**src/rtl/gate_trigger_dispatcher.sv**
```systemverilog
// Gate level-change detector: one trigger per gate per logic frame, queued in a
// show-ahead FIFO drained by the wire-propagation engine over valid/ready.
module gate_trigger_dispatcher #(
    parameter int unsigned GATE_COUNT = 8,
    parameter int unsigned FIFO_DEPTH = 4,
    parameter int unsigned ID_WIDTH   = (GATE_COUNT > 1) ? $clog2(GATE_COUNT) : 1
) (
    input  logic                  clk,
    input  logic                  logic_reset,
    input  logic                  frame_start,
    input  logic [GATE_COUNT-1:0] gate_out,
    output logic                  trig_valid,
    input  logic                  trig_ready,
    output logic [ID_WIDTH-1:0]   trig_id,
    output logic                  trig_level,
    output logic                  busy
);

    localparam int unsigned PtrW = $clog2(FIFO_DEPTH);
    localparam int unsigned CntW = PtrW + 1;

    typedef enum logic [0:0] {StInit, StRun} state_e;

    state_e                state_q, state_d;
    logic [GATE_COUNT-1:0] gate_q, gate_d;
    logic [GATE_COUNT-1:0] sent_q, sent_d;
    logic [GATE_COUNT-1:0] fired_q, fired_d;
    logic [ID_WIDTH:0]     mem_q [FIFO_DEPTH];
    logic [ID_WIDTH:0]     mem_d [FIFO_DEPTH];
    logic [PtrW-1:0]       wr_ptr_q, wr_ptr_d;
    logic [PtrW-1:0]       rd_ptr_q, rd_ptr_d;
    logic [CntW-1:0]       cnt_q, cnt_d;

    logic [GATE_COUNT-1:0] pending;
    logic [ID_WIDTH-1:0]   win_id;
    logic [ID_WIDTH:0]     head;
    logic                  full;
    logic                  push;
    logic                  pop;

    // Pending is derived each cycle so a toggle that returns to the sent level cancels itself.
    always_comb begin
        pending = '0;
        if (state_q == StRun) begin
            pending = (gate_q ^ sent_q) & ~fired_q;
        end
    end

    always_comb begin
        win_id = '0;
        for (int i = GATE_COUNT - 1; i >= 0; i--) begin
            if (pending[i]) begin
                win_id = ID_WIDTH'(i);
            end
        end
    end

    assign full       = (cnt_q == CntW'(FIFO_DEPTH));
    assign trig_valid = (cnt_q != '0);
    assign pop        = trig_valid & trig_ready;
    assign push       = (|pending) & (~full | pop);
    assign head       = mem_q[rd_ptr_q];
    assign trig_id    = trig_valid ? head[ID_WIDTH:1] : '0;
    assign trig_level = trig_valid ? head[0] : 1'b0;
    assign busy       = (|pending) | trig_valid;

    always_comb begin
        state_d  = state_q;
        gate_d   = gate_q;
        sent_d   = sent_q;
        fired_d  = fired_q;
        mem_d    = mem_q;
        wr_ptr_d = wr_ptr_q;
        rd_ptr_d = rd_ptr_q;
        cnt_d    = cnt_q;

        unique case (state_q)
            StInit: begin
                gate_d  = gate_out;
                sent_d  = gate_out;
                state_d = StRun;
            end
            StRun: begin
                gate_d = gate_out;
                if (frame_start) begin
                    fired_d = '0;
                end
                // Push after the frame clear so the pushed gate stays fired.
                if (push) begin
                    sent_d[win_id]  = gate_q[win_id];
                    fired_d[win_id] = 1'b1;
                    mem_d[wr_ptr_q] = {win_id, gate_q[win_id]};
                    wr_ptr_d        = wr_ptr_q + 1'b1;
                end
            end
            default: state_d = StInit;
        endcase

        if (pop) begin
            rd_ptr_d = rd_ptr_q + 1'b1;
        end
        if (push && !pop) begin
            cnt_d = cnt_q + CntW'(1);
        end else if (pop && !push) begin
            cnt_d = cnt_q - CntW'(1);
        end
    end

    always_ff @(posedge clk or negedge logic_reset) begin
        if (!logic_reset) begin
            state_q  <= StInit;
            gate_q   <= '0;
            sent_q   <= '0;
            fired_q  <= '0;
            mem_q    <= '{default: '0};
            wr_ptr_q <= '0;
            rd_ptr_q <= '0;
            cnt_q    <= '0;
        end else begin
            state_q  <= state_d;
            gate_q   <= gate_d;
            sent_q   <= sent_d;
            fired_q  <= fired_d;
            mem_q    <= mem_d;
            wr_ptr_q <= wr_ptr_d;
            rd_ptr_q <= rd_ptr_d;
            cnt_q    <= cnt_d;
        end
    end

endmodule

```
**config.mk**
```make
export PLATFORM = sky130hd
export DESIGN_NAME = gate_trigger_dispatcher
export DESIGN_NICKNAME = d
export VERILOG_FILES = /design/src/rtl/gate_trigger_dispatcher.sv
export SDC_FILE = /design/constraint.sdc
export NUM_CORES = 1
export LEC_CHECK = 0
export CAP_MARGIN = 20
export CELL_PAD_IN_SITES_DETAIL_PLACEMENT = 1
export CELL_PAD_IN_SITES_GLOBAL_PLACEMENT = 1
export CORE_ASPECT_RATIO = 0.6
export CORE_MARGIN = 2
export CORE_UTILIZATION = 45
export DETAILED_ROUTE_END_ITERATION = 7
export DONT_BUFFER_PORTS = 1
export GPL_TIMING_DRIVEN = 0
export PLACE_DENSITY_LB_ADDON = 0.1
export SLEW_MARGIN = 10
export SYNTH_ARGS = -nofsm -noshare
export SYNTH_HDL_FRONTEND = slang
export SYNTH_SLANG_ARGS = --single-unit
```
**constraint.sdc**
```tcl
create_clock -name clk -period 2.8 [get_ports clk]
set_clock_uncertainty 0.05 [all_clocks]
set_input_delay 0.56 -clock clk [delete_from_list [all_inputs] [get_ports clk]]
set_output_delay 0.56 -clock clk [all_outputs]
set_load 0.005 [all_outputs]
```
# Word level (Yosys, flattened, before mapping)

Cells that the tools add are included.

$add $sub $neg: 4
Order comparisons: 5
Eq/ne operators: 2
Multiplexer cells: 29
Bitwise gates (word level): 12
Reduce and logical (&&, ||, !) cells: 10

Operators by type and width:

| cell                  | count |
|---|---|
| $mux W8               | 5 |
| $mux W3               | 11 |
| $bwmux W16            | 1 |
| $pmux W8 S2           | 1 |
| $mux W4               | 3 |
| $and A8 B8 Y8         | 1 |
| $bmux W4 S2           | 1 |
| $bwmux W8             | 1 |
| $demux W4 S2          | 1 |
| $not A8 Y8            | 1 |
| $or A8 B8 Y8          | 1 |
| $reduce_or A8 Y1      | 1 |
| $xor A8 B8 Y8         | 1 |
| $ge A3 B3 Y1 const B  | 2 |
| $not A2 Y3            | 2 |
| $add A2 B1 Y2 const B | 2 |
| $logic_and A1 B1 Y1   | 4 |
| $lt A3 B4 Y1 const B  | 1 |
| $add A3 B1 Y3 const B | 1 |
| $bmux W1 S3           | 1 |
| $demux W1 S3          | 1 |
| $eq A3 B3 Y1 const B  | 1 |
| $ge A3 B1 Y1 const B  | 1 |
| $lt A3 B1 Y1 const B  | 1 |
| 10 further kinds      | 16 |

Register bits after elaboration: 48
Bits of input ports: 12
Output and inout port bits: 6
Word-level logic and storage cells: 73

# Longest topological paths before layout

Depth after elaboration: 18
Gate-level depth with buffers: 10
Mapped depth without buffers: 9

# Worst setup path before layout

Ideal clock, no wire load.

Path kind: input -> register
From: input port trig_ready
To: register cnt_q[1]
Setup time: 0.125 ns
Arrival: 2.431 ns
Path slack: 0.195 ns
Stages on the path: 6
Path buffers: 0
Cells stage by stage: nor4b_1 -> a41oi_2 -> ha_1 -> inv_1 -> fa_1 -> mux2_2

Elaborated cells on any way between the ends: 9
Those cells by class: 1 x mux; 3 x bitwise; 5 x reduce/logical

RTL lines:

| item                   | line | RTL |
|---|---|---|
| start: declaration     | 13   | `input logic trig_ready,` |
| $and A1 B1 Y1 *        | 60   | `assign pop = trig_valid & trig_ready;` |
| $or A1 B1 Y1           | 61   | `assign push = (\|pending) & (~full \| pop);` |
| $and A1 B1 Y1          | 61   |  |
| $logic_and A1 B1 Y1 *  | 102  | `if (push && !pop) begin` |
| $mux W3 *              | 102  |  |
| net cnt_d[1]           | 32   | `logic [CntW-1:0] cnt_q, cnt_d;` |
| end signal: assignment | 127  | `cnt_q <= cnt_d;` |
| end: declaration       | 32   |  |

Mark *: on every way through the listed nets, which the timed path passes. The rest lies on a longest branch.
A chain may end at the register's enable or synchronous reset.

# Worst setup path after layout

From: register gate_q[2]
To: register sent_q[3]

Cells in the longest elaborated chain, start to end: 13
Elaborated cells on any way between the ends: 19
Those cells by class: 2 x order compare; 1 x eq/ne; 11 x mux; 3 x bitwise; 2 x reduce/logical

RTL lines:

| item                                                                      | line | RTL |
|---|---|---|
| start: declaration                                                        | 25   | `logic [GATE_COUNT-1:0] gate_q, gate_d;` |
| start signal: assignment                                                  | 121  | `gate_q <= gate_d;` |
| $xor A8 B8 Y8                                                             | 45   | `pending = (gate_q ^ sent_q) & ~fired_q;` |
| $and A8 B8 Y8                                                             | 45   |  |
| $mux W8                                                                   | 44   | `if (state_q == StRun) begin` |
| $mux W3 (3 in series)                                                     | 52   | `if (pending[i]) begin` |
| $lt A3 B4 Y1 (not written as such) / $ge A3 B1 Y1 (equally long branches) | 90   | `sent_d[win_id] = gate_q[win_id];` |
| $logic_and A1 B1 Y1 (not written as such)                                 | 90   |  |
| $mux W1 (not written as such)                                             | 90   |  |
| $demux W1 S3                                                              | 90   |  |
| $bwmux W8                                                                 | 90   |  |
| $mux W8                                                                   | 89   | `if (push) begin` |
| $pmux W8 S2                                                               | 77   | `unique case (state_q)` |
| end signal: assignment                                                    | 122  | `sent_q <= sent_d;` |
| end: declaration                                                          | 26   | `logic [GATE_COUNT-1:0] sent_q, sent_d;` |

Parallel ways exist; a longest one is shown, timed or not. The select of a mux whose other input is x is not followed.

==> flow_summary.json <==
{
  "rsz0062_at_grt": "false",
  "wl_um": 6230,
  "wire_per_inst_um": 20.9,
  "nNetsFinal": 250,
  "maxCapViolCount": 0,
  "cts_max_level": 2,
  "async_flop_share_pct": 100,
  "fmaxAchievable_ghz": 0.379,
  "synth_fp_nets": 239,
  "netlist_area_um2": 2440,
  "pin_count": 18,
  "ys_warn_count": 0,
  "r2r_cells": 6,
  "clk_latency_ns": 0.31,
  "hp-class": "primary input to asynchronous set/reset pin",
  "port_buffers": 0,
  "clkSinkCount": 48,
  "avgSynthCellArea_um2": 11.0,
  "drive_above_1_share_pct": 14.7,
  "synth_top_area_share_pct": 49.3,
  "initial_core_util_pct": 47.5,
  "ys_types": 50,
  "crit_path_end_kind": "flip-flop",
  "dpl.hpwl_um": 4740,
  "tightest_slew_ns": 0.920,
  "ys_seq_area_share_pct": 49.3,
  "ant_nets": 0,
  "area_growth_pct": 10.5,
  "yosysTopAreaCell": "dfrtp_1",
  "drt_iter0_drc": 121,
  "cp_max_fo": 6,
  "worstPathArrival_ns": 2.80,
  "drc_errors": 0,
  "grt_pass1_vias": 1904,
  "tns_ns": 0,
  "core_um2": 5130,
  "drtPass1Iterations": 4,
  "cts_tree": "yes",
  "ys_seq_elements": 48,
  "cts_buffer_depth": 2,
  "slew_violations": 0,
  "cts_made_buffers": 5,
  "outcome": "finished, final reports clean",
  "clk_transition_reported_paths_ns": 0.09,
  "min_period_ns": 2.64,
  "via_count": 1790,
  "grt_first_pass_wirelength_um": 10200,
  "row_count": 20,
  "vias_per_cell": 6.01,
  "die-area_um2": 6040,
  "antenna_cells": 0,
  "setup_ws_ns": 0.160,
  "setup_viol_count_final": 0,
  "die_h_um": 61.0,
  "synth_top_flop_cell": "dfrtp_1",
  "synth_edf_count": 0,
  "crit_type": "flip-flop to flip-flop",
  "vdd_drop_max_uv": 368,
  "relSlewSlack_pct": 38.5,
  "pre_cts_slack_ns": -0.200,
  "antenna_found_initial": 0,
  "grt_max_degree": 49,
  "syn_inst": 221,
  "cts_root_buf": "clkbuf_8",
  "powerDensity_nw_per_um2": 1180,
  "start_kind": "flip-flop",
  "synth.area.top_cells": "dfrtp_1 (49%), nand2_1 (4.8%), mux2_2 (4.2%)",
  "track_usage_pct": 23.0,
  "finalCritPeriodShare_pct": 94.3,
  "power_leakage_uw": 0.00114,
  "fp.dieW_um": 99.0,
  "gp_congestion": 0.874,
  "cp.required_ns": 2.96,
  "fin_util_pct": 52.5,
  "grt.overflow.total": 0,
  "hold_viol": 0
}
sequential cells by signal, summed over array words and instances, names as in the netlist:
signal,cells
rd_ptr_q,2
cnt_q,3
fired_q,8
mem_q,16
wr_ptr_q,2
sent_q,8
gate_q,8
state_q,1
area by class of cell:
type                       count  area, µm²
buffer                         5       23.8
fill                         552       2440
sequential                    48       1200
timing repair buffer           4       50.0
multi-input combinational    158       1200
tap                           66       82.6
clock buffer                   7       96.3
inverter                      10       41.3
layout by cell type, fill, tap and decap left out, drive strengths merged, types with 2 or more instances in the layout:
cell     Yosys  layout
a2111oi      2       2
a21o         2       2
a21oi        2       2
a2bb2oi      3       3
and2         5       5
buf          2       6
clkbuf       3      10
dfrtp       48      48
ha           5       5
inv         10       9
mux2         9       9
mux4         4       4
nand2       31      31
nand2b       5       5
nand3        6       6
nor2         7       7
nor2b        3       3
nor3         7       7
nor4         2       2
o211ai       5       5
o21ai        9       9
o221ai       3       3
o2bb2ai      3       3
o311ai       4       4
o31ai        5       5
or3          4       4
xnor2       10      10
xor2         4       4
cells by family (layout without fill, tap and decap cells):
logic type,Yosys count,in the layout,synth area share (%)
AND/OR/NAND/NOR,74,74,14.9
multiplexers,13,13,7.85
AO/OA/AOI/OAI,50,50,16.9
XOR/XNOR,14,14,5.03
other,1,1,0.154
buffers and inverters,15,26,2.52
flip-flops,48,48,49.3
adder cells (fa/ha/maj),6,6,3.39
timing repair:
action / CTS / global route
gates resized for setup: 1 / 3
pin swaps: 1 / 0
setup buffers: 1 / 2
hold endpoints to repair: 48 / 0
hold buffers: 1 / 0
setup endpoints to repair: 2 / 6
where the power goes:
part / switching, µW / internal [µW]
combinational: 901 / 659
sequential: 192 / 958
clock: 236 / 220
metal layers:
| layer | routed length, µm | GRT usage [%] | vias to the layer above |
|---|---|---|---|
| li1 | - | - | 832 |
| met1 | 3140 | 33.9 | 904 |
| met2 | 2700 | 33.8 | 46 |
| met3 | 314 | 5.76 | 8 |
| met4 | 70 | 6.85 | 0 |
| met5 | 0 | 0 | - |
synthesized netlist by cell type (2+ instances only):
master,count
and2_1,5
o211ai_1,5
a2bb2oi_1,3
a21o_1,2
mux2_2,9
nand2_1,31
o31ai_1,5
a2111oi_0,2
nor2_1,7
o221ai_1,3
clkbuf_1,3
xnor2_1,10
mux4_2,4
nand2b_1,5
o311ai_1,3
or3_1,4
ha_1,5
dfrtp_1,48
inv_1,10
nor3_1,7
o2bb2ai_1,3
o21ai_0,9
nand3_1,6
xor2_1,4
nor2b_1,3
critical path: stages, from the launching register on:
cell and delay [ns]:
dfrtp_1 0.43, xnor2_1 0.27, a2bb2oi_1 0.53, nand3_1 0.30, nor3_1 0.52, nor3_2 0.18
o311ai_1 0.25
final timing paths:
check,start,to,slack (ns)
max,gate_q[2]$_DFF_PN0_,sent_q[3]$_DFFE_PN0P_,0.16
min,logic_reset,gate_q[6]$_DFF_PN0_,0.04
max reg2reg,gate_q[2]$_DFF_PN0_,sent_q[3]$_DFFE_PN0P_,0.16
min reg2reg,fired_q[0]$_DFFE_PN0P_,fired_q[0]$_DFFE_PN0P_,0.43
max in group asynchronous,logic_reset,sent_q[1]$_DFFE_PN0P_,2.44
min in group clk,gate_out[5],gate_q[5]$_DFF_PN0_,0.22
metrics by stage:
step	std cells	power [µW]	area [µm²]	hold WS [ns]
floorplan	221	2240	2440	0.214
global placement	287	2530	2520	0.215
CTS	296	3170	2670	0.0478
global route	298	3410	2690	0.0381
detailed placement	287	2660	2530	0.215
finish	298	3170	2690	0.0389
(Power assumes the default switching activity.)
